File: src/rtl/digit_entry_buffer.sv
// ---------------------------------------------------------------------------
// digit_entry_buffer
//
// Sits behind the keypad scanning driver. It turns the driver's repeated
// per-scan "key seen" strobes into one accepted action per physical press,
// keeps an N_DIG-digit hex entry buffer for the display, and commits the
// entered value when Enter rises.
//
// Key codes: 0x0-0xD push a digit, 0xE is backspace, 0xF clears the entry.
//
// Optional build macro:
//   DIGIT_ENTRY_MASK_EN - password masking of o_disp. Valid nibbles read 0xF,
//                         except nibble 0, which shows its real digit for
//                         MASK_HOLD cycles after each push/backspace accept.
//                         Without the macro o_disp is the raw buffer and no
//                         hold counter exists.
//
// Ports:
//   i_clk            system clock (100 Hz, shared with the keypad driver)
//   i_rst            synchronous active-high reset
//   i_digito         key code, values >= 16 mean "no key"
//   i_cambio_digito  high in any cycle where the scan saw a pressed key
//   i_enter_sync     synchronised Enter level
//   o_disp           entry buffer for the display, nibble 0 is newest
//   o_disp_valid     bit i set when nibble i holds an entered digit
//   o_n_digits       number of digits currently entered
//   o_value          last committed value (never masked)
//   o_value_valid    one-cycle pulse when o_value updates
//   o_overflow       sticky, set when a push hits a full buffer
//
// Debounce FSM
//   state    | meaning
//   ---------+-------------------------------------------------------------
//   IDLE     | no key qualified, waiting for the first strobe
//   ARM      | candidate latched, counting matching strobes
//   WAIT_REL | key accepted, waiting for RELEASE_CYCLES strobe-free cycles
// ---------------------------------------------------------------------------
module digit_entry_buffer #(
    parameter int N_DIG          = 4,
    parameter int DEB_PRESSES    = 2,
    parameter int RELEASE_CYCLES = 8,
    parameter int MASK_HOLD      = 100
) (
    input  logic                         i_clk,
    input  logic                         i_rst,
    input  logic [4:0]                   i_digito,
    input  logic                         i_cambio_digito,
    input  logic                         i_enter_sync,
    output logic [4*N_DIG-1:0]           o_disp,
    output logic [N_DIG-1:0]             o_disp_valid,
    output logic [$clog2(N_DIG+1)-1:0]   o_n_digits,
    output logic [4*N_DIG-1:0]           o_value,
    output logic                         o_value_valid,
    output logic                         o_overflow
);

    localparam int NW = $clog2(N_DIG + 1);
    localparam int GW = $clog2(RELEASE_CYCLES + 1);
    localparam int HW = $clog2(DEB_PRESSES + 1);

    typedef enum logic [1:0] {
        S_IDLE     = 2'd0,
        S_ARM      = 2'd1,
        S_WAIT_REL = 2'd2
    } state_t;

    state_t r_state;
    state_t w_state_nxt;

    logic [3:0]    r_cand;
    logic [HW-1:0] r_hits;
    logic [GW-1:0] r_gap;

    logic          w_strobe;
    logic          w_match;
    logic [GW-1:0] w_gap_inc;
    logic [HW-1:0] w_hits_inc;
    logic          w_gap_done;
    logic          w_hits_done;

    logic          w_accept;
    logic [3:0]    w_accept_code;

    logic [4*N_DIG-1:0] r_disp;
    logic [N_DIG-1:0]   r_valid;
    logic [NW-1:0]      r_n;
    logic [4*N_DIG-1:0] r_value;
    logic               r_value_valid;
    logic               r_overflow;
    logic               r_enter_d;

    logic               w_enter_rise;
    logic               w_commit;
    logic               w_act;

    // A strobe needs a real key code; "seen" with code >= 16 is ignored.
    assign w_strobe = i_cambio_digito && !i_digito[4];
    assign w_match  = w_strobe && (i_digito[3:0] == r_cand);

    // Saturating increments so long idle stretches never wrap the counters.
    assign w_gap_inc   = (r_gap == GW'(RELEASE_CYCLES)) ? r_gap : r_gap + GW'(1);
    assign w_hits_inc  = (r_hits == HW'(DEB_PRESSES)) ? r_hits : r_hits + HW'(1);
    assign w_gap_done  = (w_gap_inc == GW'(RELEASE_CYCLES));
    assign w_hits_done = (w_hits_inc == HW'(DEB_PRESSES));

    // ------------------------------------------------------------------
    // FSM: state register
    // ------------------------------------------------------------------
    always_ff @(posedge i_clk) begin
        if (i_rst) begin
            r_state <= S_IDLE;
        end else begin
            r_state <= w_state_nxt;
        end
    end

    // ------------------------------------------------------------------
    // FSM: next-state logic
    // ------------------------------------------------------------------
    always_comb begin
        w_state_nxt = r_state;
        case (r_state)
            S_IDLE: begin
                if (w_strobe) begin
                    w_state_nxt = (DEB_PRESSES <= 1) ? S_WAIT_REL : S_ARM;
                end
            end
            S_ARM: begin
                if (w_match) begin
                    if (w_hits_done) begin
                        w_state_nxt = S_WAIT_REL;
                    end
                end else if (w_strobe) begin
                    // different key: bounce or two keys together
                    w_state_nxt = S_IDLE;
                end else if (w_gap_done) begin
                    w_state_nxt = S_IDLE;
                end
            end
            S_WAIT_REL: begin
                if (!w_strobe && w_gap_done) begin
                    w_state_nxt = S_IDLE;
                end
            end
            default: w_state_nxt = S_IDLE;
        endcase
    end

    // ------------------------------------------------------------------
    // FSM: outputs (accept strobe and the accepted code)
    // ------------------------------------------------------------------
    always_comb begin
        w_accept      = 1'b0;
        w_accept_code = r_cand;
        case (r_state)
            S_IDLE: begin
                if (w_strobe && (DEB_PRESSES <= 1)) begin
                    w_accept      = 1'b1;
                    w_accept_code = i_digito[3:0];
                end
            end
            S_ARM: begin
                if (w_match && w_hits_done) begin
                    w_accept = 1'b1;
                end
            end
            default: begin
                w_accept = 1'b0;
            end
        endcase
    end

    // Candidate, hit and gap counters that accompany the FSM.
    always_ff @(posedge i_clk) begin
        if (i_rst) begin
            r_cand <= '0;
            r_hits <= '0;
            r_gap  <= '0;
        end else begin
            case (r_state)
                S_IDLE: begin
                    if (w_strobe) begin
                        r_cand <= i_digito[3:0];
                        r_hits <= HW'(1);
                        r_gap  <= '0;
                    end
                end
                S_ARM: begin
                    if (w_match) begin
                        r_hits <= w_hits_inc;
                        r_gap  <= '0;
                    end else if (!w_strobe) begin
                        r_gap <= w_gap_inc;
                    end
                end
                S_WAIT_REL: begin
                    if (w_strobe) begin
                        r_gap <= '0;
                    end else begin
                        r_gap <= w_gap_inc;
                    end
                end
                default: begin
                    r_gap <= '0;
                end
            endcase
        end
    end

    // ------------------------------------------------------------------
    // Entry buffer and commit
    // ------------------------------------------------------------------
    assign w_enter_rise = i_enter_sync && !r_enter_d;
    assign w_commit     = w_enter_rise && (r_n != '0);
    // An Enter edge in the accepting cycle swallows the key; the FSM still
    // moves to WAIT_REL so the held key is not taken again.
    assign w_act        = w_accept && !w_enter_rise;

    always_ff @(posedge i_clk) begin
        if (i_rst) begin
            r_disp        <= '0;
            r_valid       <= '0;
            r_n           <= '0;
            r_value       <= '0;
            r_value_valid <= 1'b0;
            r_overflow    <= 1'b0;
            r_enter_d     <= 1'b0;
        end else begin
            r_enter_d     <= i_enter_sync;
            r_value_valid <= 1'b0;
            if (w_commit) begin
                r_value       <= r_disp;
                r_value_valid <= 1'b1;
                r_disp        <= '0;
                r_valid       <= '0;
                r_n           <= '0;
                r_overflow    <= 1'b0;
            end else if (w_act) begin
                if (w_accept_code <= 4'hD) begin
                    if (r_n < NW'(N_DIG)) begin
                        r_disp  <= (r_disp << 4) | {{(4*N_DIG-4){1'b0}}, w_accept_code};
                        r_valid <= (r_valid << 1) | N_DIG'(1);
                        r_n     <= r_n + NW'(1);
                    end else begin
                        r_overflow <= 1'b1;
                    end
                end else if (w_accept_code == 4'hE) begin
                    if (r_n != '0) begin
                        r_disp  <= r_disp >> 4;
                        r_valid <= r_valid >> 1;
                        r_n     <= r_n - NW'(1);
                    end
                end else begin
                    r_disp     <= '0;
                    r_valid    <= '0;
                    r_n        <= '0;
                    r_overflow <= 1'b0;
                end
            end
        end
    end

`ifdef DIGIT_ENTRY_MASK_EN
    localparam int MW = $clog2(MASK_HOLD + 1);

    // Down-counter: nibble 0 is shown in clear while it is non-zero.
    logic [MW-1:0] r_hold;

    always_ff @(posedge i_clk) begin
        if (i_rst) begin
            r_hold <= '0;
        end else if (w_act && (w_accept_code != 4'hF)) begin
            r_hold <= MW'(MASK_HOLD);
        end else if (r_hold != '0) begin
            r_hold <= r_hold - MW'(1);
        end
    end

    always_comb begin
        o_disp = '0;
        for (int i = 0; i < N_DIG; i++) begin
            if (!r_valid[i]) begin
                o_disp[4*i +: 4] = 4'h0;
            end else if ((i == 0) && (r_hold != '0)) begin
                o_disp[4*i +: 4] = r_disp[4*i +: 4];
            end else begin
                o_disp[4*i +: 4] = 4'hF;
            end
        end
    end
`else
    assign o_disp = r_disp;
`endif

    assign o_disp_valid  = r_valid;
    assign o_n_digits    = r_n;
    assign o_value       = r_value;
    assign o_value_valid = r_value_valid;
    assign o_overflow    = r_overflow;

endmodule

File: config.mk
export PLATFORM = sky130hd
export DESIGN_NAME = digit_entry_buffer
export DESIGN_NICKNAME = d
export VERILOG_FILES = /design/src/rtl/digit_entry_buffer.sv
export SDC_FILE = /design/constraint.sdc
export NUM_CORES = 1
export LEC_CHECK = 0
export CAP_MARGIN = 20
export CORE_MARGIN = 3
export CORE_UTILIZATION = 55
export CTS_BUF_LIST = sky130_fd_sc_hd__clkbuf_8
export CTS_CLUSTER_SIZE = 8
export DETAILED_ROUTE_END_ITERATION = 10
export PLACE_DENSITY = 0.82
export SETUP_SLACK_MARGIN = 0.3
export SLEW_MARGIN = 25
export SYNTH_ARGS = -nofsm -noshare
export SYNTH_HDL_FRONTEND = slang
export SYNTH_SLANG_ARGS = --single-unit
export TNS_END_PERCENT = 5
File: constraint.sdc
create_clock -name i_clk -period 2.8 [get_ports i_clk]
set_input_delay 0.56 -clock i_clk [delete_from_list [all_inputs] [get_ports i_clk]]
set_output_delay 0.56 -clock i_clk [all_outputs]
set_load 0.01 [all_outputs]
Word level (Yosys, flattened, before mapping)
Cells that the tools add are included.
{"block": "word_totals", "elab_cells": 91, "out_inout_bits": 41, "in_bits": 9, "register_bits": 54}
{"block": "classes", "addsub": 4, "magnitude_cmp": 2, "n_bitwise": 1, "eq_ne": 18, "mux": 34, "n_reduce_logical": 21}
{"cell": "$mux W16", "n": 4}
{"cell": "$mux W4", "n": 9}
{"cell": "$mux W2", "n": 8}
{"cell": "$or A16 B4 Y16", "n": 1}
{"cell": "$eq A4 B4 Y1 const B", "n": 3}
{"cell": "$mux W3", "n": 4}
{"cell": "$pmux W4 S3", "n": 1}
{"cell": "$ne A2 B2 Y1 const B", "n": 5}
{"cell": "$ne A3 B3 Y1 const B", "n": 3}
{"cell": "$reduce_and A3 Y1", "n": 3}
{"cell": "$logic_and A1 B1 Y1", "n": 7}
{"cell": "$eq A2 B2 Y1 const B", "n": 3}
{"cell": "$mux W1", "n": 6}
{"cell": "$pmux W2 S3", "n": 1}
{"cell": "$add A4 B1 Y4 const B", "n": 1}
{"cell": "$eq A4 B4 Y1", "n": 1}
{"cell": "$le A4 B4 Y1 const B", "n": 1}
{"cell": "$logic_not A1 Y1", "n": 4}
{"cell": "$ne A4 B4 Y1 const B", "n": 1}
{"cell": "$pmux W2 S2", "n": 1}
{"cell": "$reduce_and A2 Y1", "n": 2}
{"cell": "$reduce_and A4 Y1", "n": 1}
{"cell": "$add A3 B1 Y3 const B", "n": 1}
{"cell": "$lt A3 B3 Y1 const B", "n": 1}
{"cell": "8 further kinds", "n": 8}

Longest topological paths before layout
Gate-level depths: netlist of the first run.
{"block": "depth", "depth_word": 8, "mapped_depth": 9, "depth_no_buf": 7}

Worst setup path after synthesis of the first run
Ideal clock, no wire load.
{"block": "synth_path", "path_kind": "input-to-reg", "start": "input port i_digito[0]", "end": "register r_disp[0], in the netlist o_disp[0]", "setup_time_ns": 0.132, "path_stages": 7, "n_path_buf": 2, "slack_ns": 0.757, "required_time_ns": 2.668, "arrival_ns": 1.911, "cell_sequence": "xnor2_1 nand4_4 or3_1 buf_2 buf_2 a211oi_1 nor3_1"}
{"block": "synth_between", "elab_chain_cells": 7}
{"item": "from (decl)", "line_no": "46", "source": "input logic [4:0] i_digito,"}
{"item": "$eq A4 B4 Y1", "line_no": "98", "source": "assign w_match = w_strobe && (i_digito[3:0] == r_cand);"}
{"item": "$logic_and A1 B1 Y1", "line_no": "98"}
{"item": "$logic_and A1 B1 Y1", "line_no": "163", "source": "if (w_match && w_hits_done) begin"}
{"item": "$mux W1", "line_no": "163"}
{"item": "$mux W1", "line_no": "155", "source": "case (r_state)"}
{"item": "$logic_and A1 B1 Y1", "line_no": "217", "source": "assign w_act = w_accept && !w_enter_rise;"}
{"item": "$reduce_and A3 Y1 (no line)"}
{"item": "to (signal assigned)", "line_no": "241", "source": "r_disp <= (r_disp << 4) | {{(4*N_DIG-4){1'b0}}, w_accept_code};"}
{"item": "to (signal assigned)", "line_no": "249", "source": "r_disp <= r_disp >> 4;"}
{"item": "to (decl)", "line_no": "84", "source": "logic [4*N_DIG-1:0] r_disp;"}
Every way passes these cells.
A chain may end at the register's enable or synchronous reset.

Final worst setup path of the first run
{"block": "layout_path", "start": "input port i_digito[0]", "end": "register r_valid[1], in the netlist o_disp_valid[1]"}
{"block": "layout_between", "elab_chain_cells": 7}
{"item": "$eq A4 B4 Y1", "line_no": "98"}
{"item": "$logic_and A1 B1 Y1", "line_no": "98"}
{"item": "$logic_and A1 B1 Y1", "line_no": "163"}
{"item": "$mux W1", "line_no": "163"}
{"item": "$mux W1", "line_no": "155"}
{"item": "$logic_and A1 B1 Y1", "line_no": "217"}
{"item": "$reduce_and A3 Y1 (no line)"}
{"item": "to (signal assigned)", "line_no": "242", "source": "r_valid <= (r_valid << 1) | N_DIG'(1);"}
{"item": "to (signal assigned)", "line_no": "250", "source": "r_valid <= r_valid >> 1;"}
{"item": "to (decl)", "line_no": "85", "source": "logic [N_DIG-1:0] r_valid;"}
Every way passes these cells.

==> results of run 1 <==
## stage by stage
stage	setup WS (ns)	hold WS, ns
global route	0.392	0.490
global placement	0.265	0.442
floorplan	0.757	0.457
CTS	0.553	0.463
detailed placement	0.222	0.447
finish	0.530	0.459
## synthesized netlist by cell type (3+ instances only)
cell / count
dfxtp_1: 54
nand2_1: 52
a21oi_1: 38
nor2_1: 18
a211oi_1: 16
clkbuf_1: 14
inv_1: 14
nand3_1: 14
nor3_1: 13
nor3b_1: 12
ha_1: 9
buf_2: 7
nand2b_1: 5
nand3b_1: 5
nor2b_1: 4
o21ai_0: 4
o31ai_1: 4
o41ai_1: 4
o211ai_1: 3
xnor2_1: 3
xnor2_4: 3
## layout make-up
class | instances | share of cell area [%]
clock buffer | 5 | 2.13
sequential | 54 | 33.5
tap | 52 | 2.01
timing repair buffer | 61 | 18.0
clock inverter | 3 | 0.891
multi-input combinational | 221 | 41.9
inverter | 14 | 1.63
## power groups by stage
stage                     logic (µW)  registers, µW  clock network (µW)
after CTS                        160            796                 475
after floorplan                  128            802                   0
after global placement           157            813                   0
after detailed placement         159            814                   0
after global routing             178            798                 503
final                            160            796                 461
## registers in the layout (all words and copies together), names as in the netlist
signal	count
o_overflow	1
o_value_valid	1
o_disp_valid	4
o_value	16
r_cand	4
r_gap	4
r_enter_d	1
o_n_digits	3
o_disp	16
r_state	2
r_hits	2
## cells by family after synthesis
family                     share of synthesized area (%)
and+or+nand+nor                                     25.4
AOI/OAI and AO/OA                                   18.0
DFF                                                 41.6
buffers and inverters                               6.55
adders and majority gates                           4.33
xor gates and xnor gates                            4.19
## layer usage
| metal | GRT usage [%] | share of wire [%] | wire [µm] |
|---|---|---|---|
| met1 | 31.4 | 48 | 2860 |
| met2 | 35.6 | 48 | 2840 |
| met3 | 3.87 | 3.9 | 229 |
| met4 | 4.55 | 0.37 | 22 |
| met5 | 0 | 0 | 0 |
## worst register-to-register path, cell delays in order, from the launching register on
cell      delay, ns
dfxtp_1        0.54
xnor2_1        0.24
nand4_4        0.13
or3_1          0.48
buf_4          0.25
a211oi_1       0.25
nor3_1         0.06
## worst min path at each step
stage | from | endpoint | slack, ns
after floorplan | r_hits[1] | r_hits[1] | 0.46
after global placement | o_value[2] | o_value[2] | 0.44
after detailed placement | o_value[2] | o_value[2] | 0.45
after CTS | o_value[2] | o_value[2] | 0.46
after global routing | o_value[5] | o_value[5] | 0.49
final | o_value[3] | o_value[3] | 0.46
==> results_dict.tcl, run 1 <==
set metrics [dict create \
    status "complete, no violations" \
    cts_root_buf "clkbuf_8" \
    critPathLaunch "i_digito[0]" \
    critPathCapture "o_disp_valid[1]" \
    finalCoreUtilization_pct 72.7 \
    rrSetupSlack_ns 0.74 \
    ctsLongestPathBuffers 2 \
    finalSetupTns_ns 0 \
    synthDominantCellAreaShare_pct 41.6 \
    power_frac_seq_pct 56.2 \
    critPathKind "primary input to flop" \
    grt_usage_pct 22.1 \
    route.detailed.drc 0 \
    hold_class "flop to flop" \
    crit_family "buffers and inverters" \
    cts_buffers 5 \
    critPathCaptureType "flop" \
    final_cell_mix "dfxtp_1, nand2_1, clkdlybuf4s50_1, a21oi_1, nor2_1" \
    area_delta_synth_final_pct 24.3 \
    yosys_warnings 0 \
    cts_resized 0 \
    htreeDepth 2 \
    rsz0062_at_grt "false" \
    grt_pass1_wl_mm 9.85 \
    firstDrtPassIters 4 \
    io_pins 50 \
    portBuffers 49 \
    synth_nets 331 \
    grt_pass1_vias 2153 \
    layout.cells.non_filler 410 \
    cp_slowest_cell "or3_1" \
    syn-mean-instance-area_um2 8.30 \
    drive_above_1_share_pct 7.82 \
    start_util_pct 58.5 \
    cts_tree "yes" \
    synth_area_mm2 0.00260 \
    wl_mm 5.95 \
    clock_skew_ns 0.0128 \
    combPwrFrac_pct 11.3 \
    rr_startpoint "r_cand[0]" \
    critPathLaunchType "primary input" \
    path_buf_inv 2 \
    slew-limit-headroom_pct 64.3 \
    antenna_left 0 \
    fp.dieW_um 74.7 \
    num-fill-cells 356 \
    antenna_found_initial 0 \
    synthDistinctLibCells 35 \
    globalRouteOverflowTotal 0 \
    drt-initial-drc-count 160 \
    synth_edf_count 0 \
    design_area_mm2 0.00323 \
    max_freq_mhz 441 \
    total_power_uw 1420 \
    dp.cells 402 \
    tightestPinTransition_ns 0.533 \
    critPathMaxStageDelay_ns 0.48 \
    arrival_ns 2.46 \
    min_path_cells 2 \
    multi_input_area_mm2 0.00135 \
    power_density_mw_per_mm2 439 \
    diodes 0 \
    gp_congestion 0.851 \
    ctsHoldBuffers 0 \
    die_y_um 74.7 \
    vias_per_cell 5.65 \
    cp.depth 7 \
    placed_cell_area_mm2 0.00313 \
    p_int_uw 1030 \
    num_rows 24 \
    die_area_mm2 0.00559 \
    synth_top_cell_by_area "dfxtp_1" \
    p_leak_uw 0.00102 \
    seq_area_frac_synth_pct 41.6 \
    period_share_pct 81.1 \
    ys.flop_type "dfxtp_1" \
    vias 2318 \
    cp.required_ns 2.99 \
    core_mm2 0.00444 \
    synth_async_sr_flop_share_pct 0 \
    finalHoldViolations 0 \
    clk_pin_slew_ns 0.11 \
    ir_drop_mv 0.266 \
    switching_power_uw 386 \
    clockPowerShare_pct 32.5 \
    worst-path-max-fanout 21 \
    dp_hpwl_mm 4.18 \
    syn_inst 313 \
    synth_area_leaders "dfxtp_1, nand2_1, a21oi_1, a211oi_1, ha_1" \
    layout_commonest_cell "dfxtp_1" \
    nets 375 \
    critical_path.cell_chain "clkdlybuf4s50_1, xnor2_1, nand4_4, or3_1, buf_4, a211oi_1, nor3_1" \
    grt_max_degree 36 \
    slew_viol_final 0 \
    setup_viol 0 \
    max-cap-violations 0 \
    cts_setup_buffers 0 \
    seqCellArea_mm2 0.00108 \
    fin_crit_ns 2.27 \
    clk_latency_ns 0.31 \
    r2r_cells 6 \
    cts.sinks 54 \
    ys_ff_latch 54 \
    p_sw_share_pct 27.2 \
    wl_per_cell_um 14.5 \
    rr_endpoint "o_disp_valid[1]" \
]
Power figures use the tool's default switching activity.
==> inputs of run 2 (changes only) <==
--- a/config.mk
+++ b/config.mk
@@ -7,11 +7,11 @@
 export LEC_CHECK = 0
 export CAP_MARGIN = 20
 export CORE_MARGIN = 3
-export CORE_UTILIZATION = 55
+export CORE_UTILIZATION = 48
 export CTS_BUF_LIST = sky130_fd_sc_hd__clkbuf_8
 export CTS_CLUSTER_SIZE = 8
 export DETAILED_ROUTE_END_ITERATION = 10
-export PLACE_DENSITY = 0.82
+export PLACE_DENSITY = 0.76
 export SETUP_SLACK_MARGIN = 0.3
 export SLEW_MARGIN = 25
 export SYNTH_ARGS = -nofsm -noshare
==> constraint.sdc (replaced) <==
create_clock -name i_clk -period 1.8 [get_ports i_clk]
set_input_delay 0.36 -clock i_clk [delete_from_list [all_inputs] [get_ports i_clk]]
set_output_delay 0.36 -clock i_clk [all_outputs]
set_load 0.01 [all_outputs]
==> results_dict.tcl, run 2 (synthesis results as in run 1) <==
set metrics [dict create \
    drive_above_1_share_pct 31.5 \
    cts_buffers 5 \
    rr_endpoint "o_disp[1]" \
    p_leak_uw 0.00154 \
    r2r_cells 9 \
    violations "setup timing" \
    slew_viol_final 0 \
    critPathCaptureType "flop" \
    cts.sinks 54 \
    wl_per_cell_um 16.9 \
    fin_crit_ns 1.86 \
    start_util_pct 50.2 \
    ctsHoldBuffers 0 \
    fp.dieW_um 79.6 \
    wl_met1_mm 3.22 \
    num_rows 26 \
    portBuffers 49 \
    dp.cells 438 \
    status "complete, but fails checks" \
    grt_max_degree 35 \
    vias 2586 \
    layout.cells.non_filler 457 \
    ctsLongestPathBuffers 2 \
    route.detailed.drc 0 \
    layout_commonest_cell "nand2_1" \
    vias_per_cell 5.66 \
    slew-limit-headroom_pct 71.9 \
    cts_root_buf "clkbuf_8" \
    tightestPinTransition_ns 0.422 \
    hold_class "flop to flop" \
    critPathMaxStageDelay_ns 0.35 \
    crit_family "buffers and inverters" \
    wl_met2_mm 3.94 \
    gp_congestion 0.857 \
    core_mm2 0.00517 \
    rsz0062_at_grt "true" \
    finalSetupTns_ns -0.263 \
    ir_drop_mv 0.552 \
    wl_met3_um 446 \
    dp_hpwl_mm 4.64 \
    antenna_left 0 \
    cp.required_ns 2.04 \
    final_cell_mix "nand2_1, dlygate4sd2_1, a21oi_1, dfxtp_1, buf_4" \
    die_y_um 79.6 \
    grt_usage_pct 23.0 \
    seqCellArea_mm2 0.00111 \
    critical_path.cell_chain "inv_2, ha_4, nand4_1, buf_4, nor3_4, buf_12, clkbuf_16, nand3_1, a21oi_1" \
    period_share_pct 103 \
    path_buf_inv 4 \
    setup_slack_ns -0.0574 \
    nets 404 \
    clk_pin_slew_ns 0.10 \
    io_pins 50 \
    diodes 0 \
    antenna_found_initial 0 \
    grt_pass1_vias 2405 \
    area_delta_synth_final_pct 48.2 \
    finalHoldViolations 0 \
    cts_tree "yes" \
    min_path_cells 2 \
    power_density_mw_per_mm2 609 \
    htreeDepth 2 \
    num-fill-cells 377 \
    holdCritStartpoint "o_value[7]" \
    multi_input_area_mm2 0.00161 \
    max-cap-violations 0 \
    max_freq_mhz 538 \
    setup_viol 10 \
    critPathLaunchType "flop" \
    clk_latency_ns 0.32 \
    hold_end "o_value[7]" \
    grt_pass1_wl_mm 11.5 \
    rr_startpoint "r_hits[1]" \
    die_area_mm2 0.00633 \
    critPathKind "flop to flop" \
    arrival_ns 2.10 \
    finalCoreUtilization_pct 74.5 \
    rrSetupSlack_ns -0.06 \
    clock_skew_ns 0.00871 \
    worst-path-max-fanout 9 \
    firstDrtPassIters 5 \
    drt-initial-drc-count 261 \
    globalRouteOverflowTotal 0 \
    wl_mm 7.72 \
    routed.top_layer "met4" \
    cp_slowest_cell "dfxtp_2" \
]
-- run 2: layout make-up --
type / count / share of cell area (%)
multi-input combinational: 221 / 41.7
timing repair buffer: 90 / 23.1
tap: 70 / 2.27
inverter: 14 / 1.36
clock inverter: 2 / 0.455
clock buffer: 6 / 2.14
sequential: 54 / 28.9
-- run 2: per-layer routing --
metal	global-route usage, %	vias to the layer above
li1	-	1234
met5	0	-
met2	39.0	78
met1	29.1	1260
met4	7.56	0
met3	4.51	14
-- run 2: tightest hold or removal path, cell delays in order (launching register included) --
cell     delay (ns)
dfxtp_1        0.32
nand2_1        0.05
a21oi_1        0.05
-- run 2: metrics by stage --
stage	hold slack (ns)	area [µm²]	worst slack [ns]	total power (µW)
2_1_floorplan	0.457	2690	0.0722	1460
3_3_place_gp	0.442	3380	-0.493	1570
3_5_place_dp	0.446	3380	-0.527	1580
4_1_cts	0.458	3650	-0.0265	2310
5_1_grt	0.472	3850	-0.140	2460
6_report	0.457	3850	-0.0574	2350
-- run 2: worst max-delay path by stage --
| stage | cells past startpoint | to | start | slack, ns |
|---|---|---|---|---|
| final | 9 | o_disp[1] | r_hits[1] | -0.06 |
| after global routing | 9 | o_disp[3] | r_hits[1] | -0.14 |
| after CTS | 7 | o_n_digits[2] | r_hits[1] | -0.03 |
| after detailed placement | 7 | o_disp[7] | i_digito[3] | -0.53 |
| after global placement | 7 | o_n_digits[2] | i_digito[3] | -0.49 |
| after floorplan | 7 | o_n_digits[2] | r_cand[2] | 0.07 |
-- run 2: report_power, final --
part | internal [µW] | switching, µW | total, µW | leakage (µW)
combinational | 168 | 196 | 364 | 0.00104
clock | 318 | 424 | 742 | 0.0000514
sequential | 1210 | 25.1 | 1240 | 0.000447
total | 1700 | 645 | 2350 | 0.00154
-- run 2: what timing repair did --
action	4_1_cts	5_1_grt
buffers inserted	4	3
pin swaps	7	19
gates resized for setup	87	28
gates cloned	2	2
setup endpoints to repair	73	50
==> inputs of run 3 (changes only) <==
--- a/config.mk
+++ b/config.mk
@@ -6,7 +6,7 @@
 export NUM_CORES = 1
 export LEC_CHECK = 0
 export CAP_MARGIN = 20
-export CORE_MARGIN = 3
+export CORE_MARGIN = 2
 export CORE_UTILIZATION = 48
 export CTS_BUF_LIST = sky130_fd_sc_hd__clkbuf_8
 export CTS_CLUSTER_SIZE = 8
==> results_dict.tcl, run 3 (synthesis results as in run 1) <==
set metrics [dict create \
    combPwrFrac_pct 15.3 \
    antenna_found_initial 0 \
    place_worst_setup_slack_ns -0.510 \
    power_frac_seq_pct 49.5 \
    cts_root_buf "clkbuf_8" \
    ir_drop_mv 0.390 \
    clk_pin_slew_ns 0.11 \
    rrSetupSlack_ns -0.09 \
    fp.dieW_um 77.6 \
    finalHoldViolations 0 \
    violations "setup timing" \
    vias 2621 \
    ctsLongestPathBuffers 2 \
    route.detailed.drc 0 \
    antenna_left 0 \
    critPathKind "flop to flop" \
    layout_commonest_cell "nand2_1" \
    die_y_um 77.6 \
    slew-limit-headroom_pct 66.6 \
    core_mm2 0.00517 \
    final_cell_mix "nand2_1, dlygate4sd2_1, buf_4, a21oi_1, dfxtp_1" \
    period_share_pct 105 \
    setup_viol 8 \
    finalCoreUtilization_pct 75.6 \
    p_sw_share_pct 27.4 \
    gp_congestion 0.836 \
    clk_latency_ns 0.32 \
    cp_slowest_cell "dfxtp_1" \
    wl_per_cell_um 17.4 \
    critical_path.cell_chain "nand2b_4, o2bb2ai_2, or3_4, buf_6, or3_4, a21oi_2" \
    diodes 0 \
    globalRouteOverflowTotal 0 \
    rr_startpoint "o_n_digits[2]" \
    hold_end "o_value[5]" \
    clock_skew_ns 0.00697 \
    crit_top_cell "or3_4" \
    critPathMaxStageDelay_ns 0.49 \
    min_path_cells 2 \
    grt_max_degree 36 \
    setup_slack_ns -0.0884 \
    ctsHoldBuffers 0 \
    io_pins 50 \
    critPathCaptureType "flop" \
    hold_class "flop to flop" \
    max-cap-violations 0 \
    power_density_mw_per_mm2 639 \
    cts_tree "yes" \
    clockPowerShare_pct 35.2 \
    p_leak_uw 0.00153 \
    critPathLaunchType "flop" \
    firstDrtPassIters 5 \
    grt_pass1_vias 2623 \
    slew_viol_final 0 \
    drive_above_1_share_pct 34.0 \
    num-fill-cells 352 \
    grt_pass1_wl_mm 12.7 \
    rsz0062_at_grt "true" \
    max_freq_mhz 530 \
    worst-path-max-fanout 6 \
    status "complete, but fails checks" \
    holdCritStartpoint "o_value[5]" \
    cp.required_ns 2.06 \
    wl_mm 7.95 \
    arrival_ns 2.15 \
    num_rows 26 \
    p_int_uw 1810 \
    die_area_mm2 0.00602 \
    vias_per_cell 5.72 \
    rr_endpoint "o_n_digits[2]" \
    fin_crit_ns 1.89 \
    r2r_cells 6 \
    switching_power_uw 683 \
    tightestPinTransition_ns 0.499 \
    portBuffers 49 \
    grt_usage_pct 25.8 \
    drt-initial-drc-count 201 \
    nets 405 \
    area_delta_synth_final_pct 50.4 \
    start_util_pct 50.2 \
    cts_buffers 5 \
    cts.sinks 54 \
    dp_hpwl_mm 4.60 \
    htreeDepth 2 \
]
## run 3: layout make-up
cell class | instances | area [µm²] | share of cell area (%)
Clock inverter | 3 | 48.8 | 1.25
Inverter | 14 | 52.6 | 1.34
Timing Repair Buffer | 91 | 846 | 21.6
Multi-Input combinational cell | 221 | 1690 | 43.1
Sequential cell | 54 | 1120 | 28.6
Clock buffer | 5 | 68.8 | 1.76
Tap cell | 70 | 87.6 | 2.24
## run 3: worst max-delay path, delay by kind of cell (launching register included)
family	cells	cell delay [ns]
compound gates	2	0.21
buf+inv	1	0.15
flops	1	0.49
simple gates	3	0.98
## run 3: worst max-delay path by stage
| stage | start | end | slack [ns] | depth (start not counted) |
|---|---|---|---|---|
| after floorplan | r_cand[2] | o_n_digits[2] | 0.07 | 7 |
| after global placement | i_digito[2] | o_n_digits[2] | -0.48 | 7 |
| after detailed placement | i_digito[2] | o_disp[7] | -0.51 | 7 |
| after CTS | r_hits[0] | o_n_digits[2] | -0.02 | 7 |
| after global routing | o_n_digits[2] | o_n_digits[2] | -0.14 | 7 |
| final | o_n_digits[2] | o_n_digits[2] | -0.09 | 6 |
## run 3: power by group through the flow
stage	logic (µW)	registers (µW)	clock network [µW]
after floorplan	210	1250	0
after global placement	316	1260	0
after detailed placement	325	1260	0
after CTS	338	1230	864
after global routing	411	1240	928
final	383	1240	878
## run 3: routing by layer
metal	vias up	part of all wire [%]	track usage, %
li1	1235	-	-
met1	1277	42	33.8
met2	95	52	43.6
met3	14	5.1	3.84
met4	0	1.1	8.21
met5	-	0	0
## run 3: what timing repair did
item	in CTS	in global routing
setup buffers	3	3
pin swaps	11	17
setup endpoints to repair	73	34
cloned	3	0
resized for setup	100	30
## run 3: per-stage QoR
| step | hold WS [ns] | total power (µW) | cells | cell area [µm²] | TNS [ns] |
|---|---|---|---|---|---|
| final | 0.458 | 2500 | 458 | 3910 | -0.390 |
| after global routing | 0.493 | 2580 | 458 | 3910 | -0.847 |
| after CTS | 0.459 | 2440 | 455 | 3720 | -0.0150 |
| after detailed placement | 0.447 | 1590 | 441 | 3390 | -12.24 |
| after global placement | 0.443 | 1580 | 441 | 3390 | -11.54 |
| after floorplan | 0.457 | 1460 | 313 | 2690 | 0 |
==> variant (flow settings as in run 1) <==
The parameter `N_DIG` goes from 4 to 8.
--- a/src/rtl/digit_entry_buffer.sv
+++ b/src/rtl/digit_entry_buffer.sv
@@ -37,5 +37,5 @@
 // ---------------------------------------------------------------------------
 module digit_entry_buffer #(
-    parameter int N_DIG          = 4,
+    parameter int N_DIG          = 8,
     parameter int DEB_PRESSES    = 2,
     parameter int RELEASE_CYCLES = 8,
Ports: changed (resized o_disp, o_disp_valid, o_n_digits and o_value); port bits go from 50 to 87. No check against the original RTL was run, so the function may have changed too.
==> variant against run 1 <==
- area after synthesis up 63%
- setup slack better by 150 ps
- sequential cell count up 37
- via count up 77%
- total power up 67%
- wire length up 86%
- final area up 63%
- sequential share of layout area up 1.0 points
- critical path type unchanged
- largest cell class unchanged
==> variant: results (changes against run 1) <==
Parameter                              Value

Status
  Run status    complete, no violations (unchanged)

Global routing
  Total GRT Usage    25.33% (was 22.13%)
  Via count of the first global-routing pass    3,735 (was 2,153)

Critical path
  Worst EP arrival    2390 ps (was 2460 ps)
  Count of cells along the worst register-to-register path    7 (was 6)
  End of the worst register-to-register path    o_disp[18] (was o_disp_valid[1])
  Largest driver fanout on the critical path    22 (was 21)
  Reg-to-reg critical path startpoint    o_n_digits[0] (was r_cand[0])
  Slowest cell on the critical path    sky130_fd_sc_hd__clkdlybuf4s50_1 (was sky130_fd_sc_hd__or3_1)

Routing
  1st-pass router iterations    5 (was 4)
  Vias after detailed routing    4,095 (was 2,318)
  Initial DRC Count    321 (was 160)
  Via density per instance    6.013 (was 5.654)

Clocking
  Latest clock arrival within the worst-skew pair    360 ps (was 310 ps)
  Clock-pin slew reported for the worst setup and hold paths after clock tree synthesis    80 ps (was 110 ps)
  TritonCTS buffer count    9 (was 5)

Synthesis
  Net count after synthesis    528 (was 331)
  Multiplexer area fraction after synthesis    0.7075% (was 0%)
  Register area share after synthesis    42.92% (was 41.60%)
  XOR/XNOR Fraction of Synth Area    1.680% (was 4.189%)
  Cell count after synthesis    511 (was 313)
  Synthesized-area fraction occupied by ao, oa, aoi and oai cells    25.68% (was 17.96%)

STA
  Final critical delay including setup and external delays    2118 ps (was 2270 ps)
  Final clock skew    9.681 ps (was 12.81 ps)
  Worst hold slack across all endpoints    455.8 ps (was 458.7 ps)
  Max-slew headroom at the worst pin    37.79% (was 64.26%)

Power
  VDD IR max    266.4 uV (was 266.1 uV)
  Leakage power total    1.797 nW (was 1.023 nW)

Finish
  Share of post-route cells with drive strength above 1    8.419% (was 7.821%)
  Final net count    595 (was 375)

Hold path
  Worst Hold End    o_value[13] (was o_value[3])

Placement
  Placed Area    5085 um^2 (was 3132 um^2)
  Cells after DPL    666 (was 402)
-- variant: changes by cell type in the layout (fill, tap and decap cells not counted), moves of 10 or more --
cell                              before  now
sky130_fd_sc_hd__a211oi_1             16   26
sky130_fd_sc_hd__nand2_1              52   80
sky130_fd_sc_hd__nor3b_1              12    0
sky130_fd_sc_hd__clkdlybuf4s50_1      49   86
sky130_fd_sc_hd__a21oi_1              38  118
sky130_fd_sc_hd__and3_1                0   34
sky130_fd_sc_hd__dfxtp_1              54   91
-- variant: power breakdown --
part / internal [mW] / total (mW) / switching (mW)
logic: 0.0668 / 0.181 / 0.114
clock network: 0.429 / 0.865 / 0.437
registers: 1.31 / 1.32 / 0.0171
total: 1.80 / 2.37 / 0.567
-- variant: how the worst max path moves through the flow --
stage                     cells past startpoint          start               to
after floorplan                               8  o_n_digits[0]        o_disp[0]
after global placement                        7    i_digito[0]       o_overflow
after detailed placement                      7    i_digito[0]       o_disp[18]
after CTS                                     7    i_digito[0]       o_disp[11]
after global routing                          7    i_digito[0]  o_disp_valid[1]
final                                         7    i_digito[0]       o_disp[11]
-- variant: kinds of logic after synthesis --
group	count (synthesis)
mux	3
fa+ha+maj	8
flops	91
xor+xnor	6
simple gates	166
buf+inv	57
compound gates	180
-- variant: area by class of cell --
class / count / area (um^2) / share of cell area [%]
flip-flops and latches: 91 / 1822 / 34.52
well taps: 99 / 123.9 / 2.347
inverters: 12 / 45.04 / 0.8535
multi-input cells: 363 / 2121 / 40.18
repair buffers: 101 / 973.4 / 18.44
clock inverters: 5 / 55.05 / 1.043
clock buffers: 10 / 137.6 / 2.608
-- variant: routing by layer --
metal	vias up	global-route usage, %	share of wire [%]
met5	-	0	0
met3	24	3.766	6.4
met4	0	11.31	2.3
met1	1946	33.82	43
li1	1951	-	-
met2	174	40.45	49
